**config.mk**
```make
export PLATFORM = sky130hd
export DESIGN_NAME = instr_fetch_unit_flat
export DESIGN_NICKNAME = d
export VERILOG_FILES = /design/src/rtl/instr_fetch_unit_if.sv /design/src/rtl/instr_fetch_unit.sv /design/src/flat_wrapper.sv
export SDC_FILE = /design/constraint.sdc
export NUM_CORES = 1
export LEC_CHECK = 0
export ABC_CLOCK_PERIOD_IN_PS = 1900
export BUFFER_PORTS_ARGS = -buffer_cell sky130_fd_sc_hd__buf_2
export CORE_ASPECT_RATIO = 1.2
export CORE_MARGIN = 3
export CORE_UTILIZATION = 50
export DETAILED_ROUTE_END_ITERATION = 8
export HOLD_SLACK_MARGIN = 0.1
export PLACE_DENSITY = 0.85
export SYNTH_ARGS = -nofsm -noshare
export SYNTH_HDL_FRONTEND = slang
export SYNTH_SLANG_ARGS = --single-unit
```
**constraint.sdc**
```tcl
create_clock -name CLK -period 1.9 [get_ports CLK]
set_input_delay 0.095 -clock CLK [delete_from_list [all_inputs] [get_ports CLK]]
set_output_delay 0.095 -clock CLK [all_outputs]
set_load 0.005 [all_outputs]
```
**src/rtl/instr_fetch_unit_if.sv**
```systemverilog
// instr_fetch_unit_if: signal bundle between the fetch stage and its environment.
//   master modport : fetch unit side (drives MEM_REQ/MEM_ADDR and INSTR*)
//   slave modport  : memory / instruction-register / control side
// Signals:
//   FETCH_EN                   permit starting new fetches
//   MEM_REQ, MEM_ADDR          read request and address (address stable while MEM_REQ)
//   MEM_RDATA, MEM_ACK         read data, valid in the single-cycle MEM_ACK pulse
//   INSTR, INSTR_PC            fetched word and its address
//   INSTR_VALID, INSTR_READY   valid/ready handshake to the instruction register
//   JUMP, JUMP_ADDR            single-cycle redirect request and target
interface instr_fetch_unit_if #(
    parameter int unsigned WORD_SIZE  = 19,
    parameter int unsigned ADDR_WIDTH = 12
) ();

    logic                  FETCH_EN;
    logic                  MEM_REQ;
    logic [ADDR_WIDTH-1:0] MEM_ADDR;
    logic [WORD_SIZE-1:0]  MEM_RDATA;
    logic                  MEM_ACK;
    logic [WORD_SIZE-1:0]  INSTR;
    logic [ADDR_WIDTH-1:0] INSTR_PC;
    logic                  INSTR_VALID;
    logic                  INSTR_READY;
    logic                  JUMP;
    logic [ADDR_WIDTH-1:0] JUMP_ADDR;

    modport master (
        input  FETCH_EN,
        input  MEM_RDATA,
        input  MEM_ACK,
        input  INSTR_READY,
        input  JUMP,
        input  JUMP_ADDR,
        output MEM_REQ,
        output MEM_ADDR,
        output INSTR,
        output INSTR_PC,
        output INSTR_VALID
    );

    modport slave (
        output FETCH_EN,
        output MEM_RDATA,
        output MEM_ACK,
        output INSTR_READY,
        output JUMP,
        output JUMP_ADDR,
        input  MEM_REQ,
        input  MEM_ADDR,
        input  INSTR,
        input  INSTR_PC,
        input  INSTR_VALID
    );

endinterface

```
**src/rtl/instr_fetch_unit.sv**
```systemverilog
// instr_fetch_unit: fetch stage of the 19-bit CPU.
// Holds the program counter, issues one outstanding read at a time to instruction memory
// (req/ack), and hands each returned word to the instruction register (valid/ready).
// A jump redirects the PC; a fetch already in flight is completed and its data dropped.
// Ports:
//   CLK    clock, all state updates on posedge
//   RST_N  asynchronous active-low reset
//   bus    instr_fetch_unit_if.master (memory, instruction register and jump signals)
// All outputs are registered.
module instr_fetch_unit #(
    parameter int unsigned           WORD_SIZE  = 19,
    parameter int unsigned           ADDR_WIDTH = 12,
    parameter logic [ADDR_WIDTH-1:0] RESET_PC   = '0
) (
    input logic                CLK,
    input logic                RST_N,
    instr_fetch_unit_if.master bus
);

    typedef enum logic [1:0] {
        StIdle,
        StFetch,
        StFull,
        StDiscard
    } state_e;

    localparam logic [ADDR_WIDTH-1:0] PcOne = {{(ADDR_WIDTH-1){1'b0}}, 1'b1};

    state_e                state_q, state_d;
    logic [ADDR_WIDTH-1:0] pc_q, pc_d;
    logic                  mem_req_q, mem_req_d;
    logic [ADDR_WIDTH-1:0] mem_addr_q, mem_addr_d;
    logic [WORD_SIZE-1:0]  instr_q, instr_d;
    logic [ADDR_WIDTH-1:0] instr_pc_q, instr_pc_d;
    logic                  instr_valid_q, instr_valid_d;

    // Address the next request should use: a jump this cycle overrides the held PC.
    logic [ADDR_WIDTH-1:0] redirect_pc;
    // Set when the current state is finished and the next step depends on FETCH_EN.
    logic                  launch;

    always_ff @(posedge CLK or negedge RST_N) begin
        if (!RST_N) begin
            state_q       <= StIdle;
            pc_q          <= RESET_PC;
            mem_req_q     <= 1'b0;
            mem_addr_q    <= RESET_PC;
            instr_q       <= '0;
            instr_pc_q    <= '0;
            instr_valid_q <= 1'b0;
        end else begin
            state_q       <= state_d;
            pc_q          <= pc_d;
            mem_req_q     <= mem_req_d;
            mem_addr_q    <= mem_addr_d;
            instr_q       <= instr_d;
            instr_pc_q    <= instr_pc_d;
            instr_valid_q <= instr_valid_d;
        end
    end

    always_comb begin
        state_d       = state_q;
        pc_d          = pc_q;
        mem_req_d     = mem_req_q;
        mem_addr_d    = mem_addr_q;
        instr_d       = instr_q;
        instr_pc_d    = instr_pc_q;
        instr_valid_d = instr_valid_q;
        launch        = 1'b0;
        redirect_pc   = bus.JUMP ? bus.JUMP_ADDR : pc_q;

        if (bus.JUMP) begin
            pc_d = bus.JUMP_ADDR;
        end

        unique case (state_q)
            StIdle: begin
                launch = bus.FETCH_EN;
            end
            StFetch: begin
                if (bus.JUMP) begin
                    // With an ack this cycle the returned word is simply not captured.
                    if (bus.MEM_ACK) begin
                        launch = 1'b1;
                    end else begin
                        state_d = StDiscard;
                    end
                end else if (bus.MEM_ACK) begin
                    instr_d       = bus.MEM_RDATA;
                    instr_pc_d    = mem_addr_q;
                    instr_valid_d = 1'b1;
                    pc_d          = pc_q + PcOne;
                    mem_req_d     = 1'b0;
                    state_d       = StFull;
                end
            end
            StFull: begin
                // A jump ends the held instruction whether or not it is consumed this cycle.
                if (bus.JUMP || bus.INSTR_READY) begin
                    instr_valid_d = 1'b0;
                    launch        = 1'b1;
                end
            end
            StDiscard: begin
                // Old request stays on the bus untouched until memory completes it.
                launch = bus.MEM_ACK;
            end
        endcase

        if (launch) begin
            mem_addr_d = redirect_pc;
            mem_req_d  = bus.FETCH_EN;
            state_d    = bus.FETCH_EN ? StFetch : StIdle;
        end
    end

    assign bus.MEM_REQ     = mem_req_q;
    assign bus.MEM_ADDR    = mem_addr_q;
    assign bus.INSTR       = instr_q;
    assign bus.INSTR_PC    = instr_pc_q;
    assign bus.INSTR_VALID = instr_valid_q;

endmodule

```
**src/flat_wrapper.sv**
```systemverilog
// flat-port wrapper written by rule: the top's interface ports become plain ports
module instr_fetch_unit_flat 
#(
    parameter int unsigned           WORD_SIZE  = 19,
    parameter int unsigned           ADDR_WIDTH = 12,
    parameter logic [ADDR_WIDTH-1:0] RESET_PC   = '0
)
  (CLK, RST_N, bus_FETCH_EN, bus_MEM_RDATA, bus_MEM_ACK, bus_INSTR_READY, bus_JUMP, bus_JUMP_ADDR, bus_MEM_REQ, bus_MEM_ADDR, bus_INSTR, bus_INSTR_PC, bus_INSTR_VALID);
  instr_fetch_unit_if #(.WORD_SIZE(WORD_SIZE), .ADDR_WIDTH(ADDR_WIDTH)) bus_i ();
  input logic CLK;
  input logic RST_N;
  input wire logic [$bits(bus_i.FETCH_EN)-1:0] bus_FETCH_EN;
  input wire logic [$bits(bus_i.MEM_RDATA)-1:0] bus_MEM_RDATA;
  input wire logic [$bits(bus_i.MEM_ACK)-1:0] bus_MEM_ACK;
  input wire logic [$bits(bus_i.INSTR_READY)-1:0] bus_INSTR_READY;
  input wire logic [$bits(bus_i.JUMP)-1:0] bus_JUMP;
  input wire logic [$bits(bus_i.JUMP_ADDR)-1:0] bus_JUMP_ADDR;
  output wire logic [$bits(bus_i.MEM_REQ)-1:0] bus_MEM_REQ;
  output wire logic [$bits(bus_i.MEM_ADDR)-1:0] bus_MEM_ADDR;
  output wire logic [$bits(bus_i.INSTR)-1:0] bus_INSTR;
  output wire logic [$bits(bus_i.INSTR_PC)-1:0] bus_INSTR_PC;
  output wire logic [$bits(bus_i.INSTR_VALID)-1:0] bus_INSTR_VALID;
  assign bus_i.FETCH_EN = bus_FETCH_EN;
  assign bus_i.MEM_RDATA = bus_MEM_RDATA;
  assign bus_i.MEM_ACK = bus_MEM_ACK;
  assign bus_i.INSTR_READY = bus_INSTR_READY;
  assign bus_i.JUMP = bus_JUMP;
  assign bus_i.JUMP_ADDR = bus_JUMP_ADDR;
  assign bus_MEM_REQ = bus_i.MEM_REQ;
  assign bus_MEM_ADDR = bus_i.MEM_ADDR;
  assign bus_INSTR = bus_i.INSTR;
  assign bus_INSTR_PC = bus_i.INSTR_PC;
  assign bus_INSTR_VALID = bus_i.INSTR_VALID;
  instr_fetch_unit #(.WORD_SIZE(WORD_SIZE), .ADDR_WIDTH(ADDR_WIDTH), .RESET_PC(RESET_PC)) u_core (.CLK(CLK), .RST_N(RST_N), .bus(bus_i));
endmodule
```
==> impl_metrics.yaml <==
final_layout:
  antenna-diode-count: 0
  layoutNonFillerInstCount: 398
  drive_above_1_share: 0.4704
  final_cell_mix: "81 x buf_2, 59 x dfrtp_1, 38 x mux2_2"
  area_delta_synth_final_pct: 41.63
  layout_commonest_cell: "buf_2"
  final_util: 0.7409
  fin_nets: 372
clocking:
  path_clk_slew_ps: 60
  clk_latency_ps: 330
  cts_buffer_depth: 2
  htreeDepth: 3
  cts_tree: "done"
  clk_root_buffer_cell: "clkbuf_8"
  cts_buffers: 9
  cts.sinks: 59
synth:
  synth_nets: 244
  yosys_warnings: 0
  ys_seq_area_frac: 0.5673
  synthArstFlopShare: 1.000
  synth_edf_count: 0
  ys_types: 28
  netlist.area_leader.share: 0.5673
  synth_flop_cell: "dfrtp_1"
  synth_area_sq_um: 2602
  avgSynthCellArea_sq_um: 12.63
  yosysTopAreaCell: "dfrtp_1"
  yosys-top-cells-area: "dfrtp_1 57%, mux2_2 16%, mux2_4 5.8%, o21ai_0 4.0%, xnor2_1 3.0%"
  synth.ff_latch_count: 59
  synthCells: 206
floorplan:
  core_region_area_sq_um: 4975
  rows: 28
  initial_core_util: 0.5231
  io_pins: 82
  die-area_sq_um: 6110
  fp.dieH_um: 85.03
  dieWidth_um: 71.86
power_and_ir_drop:
  p_leak_nw: 1.747
  power_frac_seq: 0.449
  p_int_mw: 3.025
  power_frac_comb: 0.281
  p_sw_mw: 1.120
  power_mw: 4.145
  clkPwrFrac: 0.269
  swShare: 0.2703
  irDropWorstVdd_mv: 0.8281
  power.density_nw_per_um2: 1124
route:
  first_pass_iters: 4
  avgViaCountPerCell: 5.083
  wl_met2_um: 3269
  wl_per_cell_um: 15.04
  met1_length_um: 2299
  via_count: 2023
  drt_iter0_markers: 77
  ant_nets: 0
  drc: 0
  top_layer_used: "met4"
  met3WireLength_um: 305
  wl_um: 5985
critical_path:
  cp_max_fo: 6
  end_kind: "flop"
  required_ps: 2110
  critPathKind: "reg2reg"
  cp_data_arrival_time_ps: 1950
  reg2reg_slack_ps: 160
  start_kind: "flop"
timing:
  relSlewSlack: 0.5484
  fmaxAchievable_mhz: 574.0
  rsz0062_at_grt: "false"
  fin_crit_sh: 0.9169
  finalSetupViolCount: 0
  layout_min_cycle_time_ps: 1742
  hold_viol_final: 0
  clock_skew_ps: 5.050
  worstMarginPinSlew_ps: 677.4
  fin_tns_setup_ps: 0
  drv_slew: 0
place:
  place.gp.congestion: 0.7567
  dp.cells: 349
  port-buffer-count: 81
  hpwl_um: 3925
global_route:
  grt_pass1_wl_um: 9494
  grt_max_degree: 39
  grt_usage: 0.2077
  grt_pass1_vias: 2052
  overflow: 0
  antenna_found_initial: 0
run_status:
  status: "finished clean"
worst_hold_path:
  min_path_type: "in2reg"
flow_run:
  cap_viol_max_count: 0
-- timing repair --
action / CTS / global route
resized for setup: 1 / 0
hold buffers: 32 / 0
endpoints found under the hold margin: 60 / 0
buffers inserted: 2 / 0
setup endpoints to repair: 13 / 0
-- flip-flops by register name, summed over array words and instances (netlist names) --
register,count
u_core.bus.INSTR_VALID,1
u_core.state_q,2
u_core.bus.MEM_ADDR,12
u_core.bus.INSTR_PC,12
u_core.bus.INSTR,19
u_core.pc_q,12
u_core.bus.MEM_REQ,1
-- per-layer routing --
| layer | track usage | vias to the layer above |
|---|---|---|
| li1 | - | 974 |
| met1 | 0.2308 | 970 |
| met2 | 0.3687 | 69 |
| met3 | 0.05924 | 10 |
| met4 | 0.08376 | 0 |
| met5 | 0 | - |
-- power groups by stage --
stage	Sequential [mW]	Combinational, mW	Clock (mW)
floorplan	1.90	0.532	0
global placement	1.86	1.06	0
detailed placement	1.88	1.11	0
CTS	1.86	1.18	1.15
global route	1.91	1.27	1.23
finish	1.86	1.17	1.12
-- cell usage after synthesis, drive strengths merged, types with 2 or more instances --
cell / n
mux2: 48
nand3: 3
xnor2: 9
dfrtp: 59
o21ai: 21
inv: 11
nand2b: 2
nor3: 4
nand2: 12
nor2: 6
buf: 5
a21oi: 6
clkbuf: 4
nor2b: 3
nor4: 6
-- final timing paths --
check / from / depth (start not counted) / endpoint
setup / recovery: u_core.state_q[0]$_DFFE_PN0P_ / 5 / u_core.bus.MEM_ADDR[9]$_DFFE_PN0P_
hold / removal: bus_JUMP_ADDR[6] / 3 / u_core.bus.MEM_ADDR[6]$_DFFE_PN0P_
setup reg to reg: u_core.state_q[0]$_DFFE_PN0P_ / 5 / u_core.bus.MEM_ADDR[9]$_DFFE_PN0P_
hold reg to reg: u_core.bus.INSTR[8]$_DFFE_PN0P_ / 1 / u_core.bus.INSTR[8]$_DFFE_PN0P_
max in group asynchronous: RST_N / 3 / u_core.pc_q[0]$_DFF_PN0_
min in group asynchronous: RST_N / 2 / u_core.bus.INSTR_VALID$_DFFE_PN0P_
-- through the flow --
stage	hold slack [ps]	worst slack, ps	cell area (sq um)
2_1_floorplan	-200.6	261.3	2603
3_3_place_gp	153.3	-237.8	3151
3_5_place_dp	171.6	-341.8	3151
4_1_cts	142.0	151.2	3686
5_1_grt	131.0	59.77	3686
6_report	153.3	157.8	3686
-- cell families (layout without fill, tap and decap cells) --
group | count (synthesis) | count (layout) | synth area share
DFF | 59 | 59 | 0.5673
muxes | 48 | 48 | 0.2221
and+or+nand+nor | 40 | 40 | 0.08221
AOI/OAI and AO/OA | 28 | 28 | 0.05673
buffers and inverters | 20 | 152 | 0.03317
xor gates and xnor gates | 10 | 10 | 0.03366
adders and majority gates | 1 | 1 | 0.004807
-- layout make-up --
| cell class | count | area [sq um] |
|---|---|---|
| repair buffers | 126 | 848.3 |
| inverters | 11 | 41.29 |
| well taps | 60 | 75.07 |
| fillers | 350 | 1289 |
| clock buffers | 13 | 158.9 |
| multi-input cells | 127 | 1051 |
| clock inverters | 2 | 35.03 |
| flip-flops and latches | 59 | 1476 |
-- critical path, stage by stage, from the launching register on --
cell     delay [ps]
dfrtp_1         430
or3b_1          430
a21oi_2         200
nor3_4           80
buf_4           190
mux2_4          300
Note: power is estimated with default switching activity, not from simulation.
